`config.mk`:
```
export PLATFORM = sky130hd
export DESIGN_NAME = rca_seq_ctrl
export DESIGN_NICKNAME = d
export VERILOG_FILES = /design/src/rtl/rca_seq_ctrl.sv
export SDC_FILE = /design/constraint.sdc
export NUM_CORES = 1
export LEC_CHECK = 0
export BUFFER_PORTS_ARGS = -buffer_cell sky130_fd_sc_hd__buf_2
export CAP_MARGIN = 20
export CORE_MARGIN = 4
export CORE_UTILIZATION = 47
export CTS_BUF_LIST = sky130_fd_sc_hd__clkbuf_8
export CTS_CLUSTER_DIAMETER = 100
export DETAILED_ROUTE_END_ITERATION = 12
export PLACE_DENSITY = 0.71
export SYNTH_ARGS = -nofsm -noshare
export SYNTH_HDL_FRONTEND = slang
export SYNTH_SLANG_ARGS = --single-unit
```
`constraint.sdc`:
```
create_clock -name clk -period 5.9 [get_ports clk]
set_input_delay 1.18 -clock clk [delete_from_list [all_inputs] [get_ports clk]]
set_output_delay 1.18 -clock clk [all_outputs]
set_load 0.03 [all_outputs]
```
`src/rtl/rca_seq_ctrl.sv`:
```
// Sequential WIDTH-bit add/subtract built from one SLICE-bit ripple-carry slice.
// Each operation takes NSLICE cycles, LSB slice first, and is framed by valid/ready handshakes.
module rca_seq_ctrl #(
    parameter int unsigned WIDTH = 36,
    parameter int unsigned SLICE = 9
) (
    input  logic             clk,
    input  logic             rst,
    input  logic             in_valid,
    output logic             in_ready,
    input  logic [WIDTH-1:0] a,
    input  logic [WIDTH-1:0] b,
    input  logic             cin,
    input  logic             sub,
    output logic             out_valid,
    input  logic             out_ready,
    output logic [WIDTH-1:0] s,
    output logic             cout,
    output logic             ovf
);

    localparam int unsigned NSLICE = WIDTH / SLICE;
    localparam int unsigned CW     = (NSLICE > 1) ? $clog2(NSLICE) : 1;

    typedef enum logic [1:0] {
        S_IDLE = 2'd0,
        S_RUN  = 2'd1,
        S_DONE = 2'd2
    } state_t;

    state_t             r_state;
    logic [CW-1:0]      r_cnt;
    logic               r_carry;
    logic [WIDTH-1:0]   r_a;
    logic [WIDTH-1:0]   r_b;
    logic [WIDTH-1:0]   r_s;
    logic               r_cout;
    logic               r_ovf;

    logic [SLICE-1:0]   w_a_sl;
    logic [SLICE-1:0]   w_b_sl;
    logic [SLICE:0]     w_ext;
    logic [SLICE-1:0]   w_sum;
    logic               w_c;
    logic               w_last;
    logic               w_ovf;

    // Shared ripple-carry slice operating on the slice selected by the counter
    always_comb begin
        w_a_sl = r_a[r_cnt*SLICE +: SLICE];
        w_b_sl = r_b[r_cnt*SLICE +: SLICE];
        w_ext  = (SLICE+1)'(w_a_sl) + (SLICE+1)'(w_b_sl) + (SLICE+1)'(r_carry);
        w_sum  = w_ext[SLICE-1:0];
        w_c    = w_ext[SLICE];
        w_last = (r_cnt == CW'(NSLICE - 1));
        w_ovf  = (r_a[WIDTH-1] == r_b[WIDTH-1]) && (w_sum[SLICE-1] != r_a[WIDTH-1]);
    end

    // Sequencer: accept, iterate slices, hold the result until consumed
    always_ff @(posedge clk or posedge rst) begin
        if (rst) begin
            r_state <= S_IDLE;
            r_cnt   <= '0;
            r_carry <= 1'b0;
            r_a     <= '0;
            r_b     <= '0;
            r_s     <= '0;
            r_cout  <= 1'b0;
            r_ovf   <= 1'b0;
        end else begin
            case (r_state)
                S_IDLE: begin
                    if (in_valid) begin
                        r_a     <= a;
                        r_b     <= sub ? ~b : b;
                        r_carry <= sub ? 1'b1 : cin;
                        r_cnt   <= '0;
                        r_state <= S_RUN;
                    end
                end
                S_RUN: begin
                    r_s[r_cnt*SLICE +: SLICE] <= w_sum;
                    r_carry                   <= w_c;
                    if (w_last) begin
                        r_cout  <= w_c;
                        r_ovf   <= w_ovf;
                        r_cnt   <= '0;
                        r_state <= S_DONE;
                    end else begin
                        r_cnt <= r_cnt + CW'(1);
                    end
                end
                S_DONE: begin
                    if (out_ready) begin
                        r_state <= S_IDLE;
                    end
                end
                default: begin
                    r_state <= S_IDLE;
                end
            endcase
        end
    end

    // Handshake flags decode the registered state only
    assign in_ready  = (r_state == S_IDLE);
    assign out_valid = (r_state == S_DONE);
    assign s         = r_s;
    assign cout      = r_cout;
    assign ovf       = r_ovf;

endmodule

```
## Yosys cells after proc, flatten, opt, wreduce, memory -nomap -nowiden

Index checks and enable logic that the tools add are counted.

- $add $sub $neg: 4
- Bitwise logic cells: 1
- Reductions and logical operators: 7
- Mux-type cells: 12
- Multipliers: 1
- Shifts and indexed selects: 4
- Equal/unequal tests: 8

Operator list:

| operator | count |
|---|---|
| indexed part select 36 x 7 -> 9 bit | 2 |
| bitwise mux 36 bit | 1 |
| two-way mux 36 bit | 1 |
| inverter 36 bit | 1 |
| variable shift 9 x 34 -> 36 bit, first input constant | 1 |
| indexed part select 9 x 34 -> 36 bit | 1 |
| negation 6 -> 34 bit | 1 |
| adder 10 x 1 -> 10 bit | 1 |
| adder 9 x 9 -> 10 bit | 1 |
| two-way mux 2 bit | 5 |
| multiplier 2 x 4 -> 6 bit, second input constant | 1 |
| one-hot mux 2 bit (3 select lines) | 1 |
| AND reduction 2 bit | 3 |
| == test 2 bit, second input constant | 2 |
| != test 2 bit, second input constant | 2 |
| one-hot mux 2 bit (2 select lines) | 1 |
| AND reduction 3 bit | 1 |
| adder 2 x 1 -> 2 bit, second input constant | 1 |
| == test 2 x 1 -> 1 bit, second input constant | 1 |
| zero test 2 bit | 1 |
| two-way mux 1 bit | 2 |
| != test 2 x 1 -> 1 bit, second input constant | 1 |
| one-hot mux 1 bit (2 select lines) | 1 |
| nonzero test 2 bit | 1 |
| other kinds (3) | 3 |

- Input port bits: 78
- Word-level logic and storage cells: 45
- Flip-flop bits (word level): 115

## Depth between registers and ports, before layout

- Depth after elaboration: 6
- Mapped depth: 10
- Mapped depth without buffers: 8

## Worst setup path after synthesis

Ideal clock, no wire load.

- Path kind: reg2reg
- From: register r_cnt[1]
- To: register r_ovf, in the netlist ovf
- Slack: 2571 ps
- Period minus slack after synthesis: 3329 ps
- Buffers on the path: 2
- Library setup time: 69 ps
- Data arrival time: 3260 ps
- Cell stages (with the launch flop): 11
- Cells stage by stage: dfrtp_1 > clkbuf_1 > buf_2 > mux4_2 > fa_1 > fa_1 > a211oi_1 > o21ai_2 > mux2i_1 > or4_1 > nand3_1

- Longest elaborated chain between the ends: 6
- Elaborated cells on any way between the ends: 9
- Classes of those cells: add/sub (2); mul (1); eq/ne (2); shift (2); reduce/logical (2)

Ends and longest elaborated chain:

| element | RTL line | source |
|---|---|---|
| from (decl) | 32 | `logic [CW-1:0] r_cnt;` |
| from (signal assigned) | 90 | `r_cnt <= r_cnt + CW'(1);` |
| multiplier 2 x 4 -> 6 bit | 50, 51 |  |
| indexed part select 36 x 7 -> 9 bit (on tied branches) | 50, 51 |  |
| adder 9 x 9 -> 10 bit | 52 | `w_ext = (SLICE+1)'(w_a_sl) + (SLICE+1)'(w_b_sl) + (SLICE+1)'(r_carry);` |
| adder 10 x 1 -> 10 bit | 52 |  |
| != test 1 bit | 56 | `w_ovf = (r_a[WIDTH-1] == r_b[WIDTH-1]) && (w_sum[SLICE-1] != r_a[WIDTH-1]);` |
| logical AND 1 bit | 56 |  |
| to (signal assigned) | 86 | `r_ovf <= w_ovf;` |
| to (decl) | 38 | `logic r_ovf;` |

Several ways; a longest one is shown, not always the timed one.
A chain may end at the register's enable or synchronous reset.

## Worst setup path in the final report

- From: register r_cnt[0]
- To: register r_ovf, in the netlist ovf

Same word-level chain as after synthesis.

==> metrics <==
CP Capture Type=flop; multiplexer share of the synthesized area=0.0764; CTS sink count=115; Worst R2R Setup Slack=2590 ps; Crit path arrival time=approximately 3700 ps; mapped cell area=0.00544 sq mm; hold_sp=s[2]; FMAX=302 MHz; Die Footprint=0.0134 sq mm; TritonCTS Buffers=17; critical path launch point type=flop; Slew Limit Headroom=0.357; Max FO, Critical Path=21; IO buf count=117; final net count=between 700 and 800; Crit path max-delay family=multiplexers; CTS tree=yes; RSZ-0062 raised after global routing=no; compound-gate portion of the synthesized area=0.121; largest net degree at the start of global routing=approximately 110; Filler Cells Inserted=991; most frequent cells in the layout=nand2_1, buf_2, dfrtp_1; ordered list of cells on the worst path=buf_4 -> mux4_2 -> fa_1 -> a211oi_1 -> o21ai_2 -> mux2i_1 -> or4_1 -> nand3_1; Post-Layout Cell Count=788; Die X=116 um; number of routed nets with antenna violations=0; Post-Synth XOR/XNOR Area=0.0676; Initial Utilization=0.478; pwr/cell area=approximately 630 mW/mm^2; Sum Neg Setup Slack=0 ps; MaxCap Viol Count=0; WS Path Type=reg2reg; detailed placer's ending HPWL=9.31 mm; detailed-route via count=roughly 4200; DRC violations left=0; largest family of logic cells by synthesized area=simple AND/OR/NAND/NOR gates; CTS Buffer Depth=2; Placed Cells=756; final hold viol count=0; post-synthesis sequential area ratio=0.529; I/O pins=118; Critical Path Source=r_cnt[0]; Pwr Total=4.14 mW; core area=0.0114 sq mm; Post-CTS Setup Bufs=0; Final Skew=~10 ps; routed vias/inst=5.31; 1st-pass router iterations=4; 1st-iter DRT viols=360; initial antenna violation count=0; FF+latch count, synth=115; commonest non-fill, non-tap cell in the layout=nand2_1; Final Max Slew Viols=0; post_cts resized=0; row count=39; vias in the first global route=4256; Pleak=around 3.3 nW; # H-tree levels=4; CP max-delay cell=mux4_2; Placer Congestion=0.841; final setup violation count=0; Yosys top cell area share=0.529; CTS Hold Bufs=0; worst skew pair latency=430 ps; wire length per cell=between 15 and 20 um; final period utilization=0.561; Worst-Margin Slew=964 ps; Die Ht=116 um; Hold Crit Class=reg2reg; ANT cells=0; CP max stage delay=610 ps; simple-gate share of the synthesized area=0.141; final WL=12.8 mm; grt ovf=0; worst path required time=6270 ps; crit path buf inv count=1; first-pass GRT wire length=21.0 mm; synth top area cells=dfrtp_1, nand2_1, mux4_2; Area Growth Syn to Fin=20.6%; Clk pin slew, worst setup/hold paths=around 80 ps; synthesized instance count=between 500 and 600; Mean Syn Cell Area=10.5 sq um; largest area contributor in the netlist=dfrtp_1; synth warn=0; Synth Area in Adders=0.0396; minimum clock period=3310 ps; status=completed; share of cells above drive strength 1=0.274; worst r2r src=r_cnt[0]; gr usage total=0.204; worst vdd rail ir drop=0.000277 V; syn nets=613; root buffer cell=clkbuf_8; post-synthesis cell type count=35
-- tightest hold or removal path, delay by kind of cell (launching register included) --
| family | cells | cell delay [ps] |
|---|---|---|
| and+or+nand+nor | 1 | 40 |
| AOI/OAI and AO/OA | 1 | 60 |
| DFF | 1 | 340 |
-- final timing paths --
path	end	cells past startpoint
min in group asynchronous	r_a[3]	2
worst max register to register	ovf	8
worst min-delay path	s[2]	2
worst min register to register	s[2]	2
worst max-delay path	ovf	8
max in group asynchronous	s[22]	3
-- synth_stat cells --
| master | count |
|---|---|
| a22o_1 | 28 |
| nor2b_1 | 1 |
| nand3_1 | 4 |
| a41oi_1 | 1 |
| nand2_1 | 166 |
| clkbuf_1 | 15 |
| mux4_2 | 18 |
| dfrtp_1 | 115 |
| a211oi_1 | 2 |
| nand2b_1 | 3 |
| o31ai_1 | 2 |
| or4_1 | 1 |
| xnor2_1 | 42 |
| buf_2 | 10 |
| o21ai_2 | 1 |
| fa_1 | 2 |
| mux2i_1 | 1 |
| nor3_2 | 1 |
| o211ai_1 | 1 |
| a21o_1 | 3 |
| o21ai_0 | 53 |
| nand3b_1 | 1 |
| and4_2 | 1 |
| o211ai_2 | 1 |
| buf_1 | 2 |
| nor3_1 | 1 |
| a21oi_1 | 7 |
| inv_1 | 6 |
| or3_1 | 1 |
| and2_1 | 1 |
| nand4_1 | 3 |
| ha_1 | 14 |
| a31oi_1 | 1 |
| nor2_1 | 8 |
| o21bai_1 | 2 |
-- cell type report --
type,instances,area [sq um],share of cell area
Clock inverter,14,180,0.0275
Inverter,6,25.0,0.00382
Multi-Input combinational cell,371,2430,0.371
Sequential cell,115,2880,0.439
Clock buffer,18,248,0.0378
Timing Repair Buffer,121,616,0.0939
Tap cell,143,179,0.0273
-- registers in the layout, indices dropped and copies added (netlist names) --
name	cells
r_a	36
r_b	36
s	36
r_cnt	2
r_state	2
cout	1
ovf	1
r_carry	1
-- per-layer routing --
metal  GRT usage  part of all wire  vias up
met5           0                 0        -
met4      0.0814             0.018        0
met3      0.0522             0.071       18
met2       0.317              0.47      161
met1       0.276              0.44     2009
li1            -                 -     1999
-- report_power, final --
part | switching [mW] | internal, mW
clock network | 0.346 | 0.433
logic | 1.29 | 0.776
registers | 0.197 | 1.10
-- logic make-up after synthesis --
family / count (synthesis)
AO/OA/AOI/OAI: 102
XOR/XNOR: 42
adder cells (fa/ha/maj): 16
buffers and inverters: 33
flip-flops: 115
multiplexers: 19
AND/OR/NAND/NOR: 192
-- metrics by stage --
stage / setup WS (ps) / cell area, sq um / hold slack [ps] / utilization
finish: 2590 / 6560 / 479 / 0.577
global route: 2320 / 6560 / 500 / 0.577
CTS: 2570 / 6560 / 482 / 0.577
detailed placement: 2590 / 6130 / 463 / 0.539
global placement: 2660 / 6130 / 457 / 0.539
floorplan: 1680 / 5440 / 440 / -
Note: power is estimated with default switching activity, not from simulation.
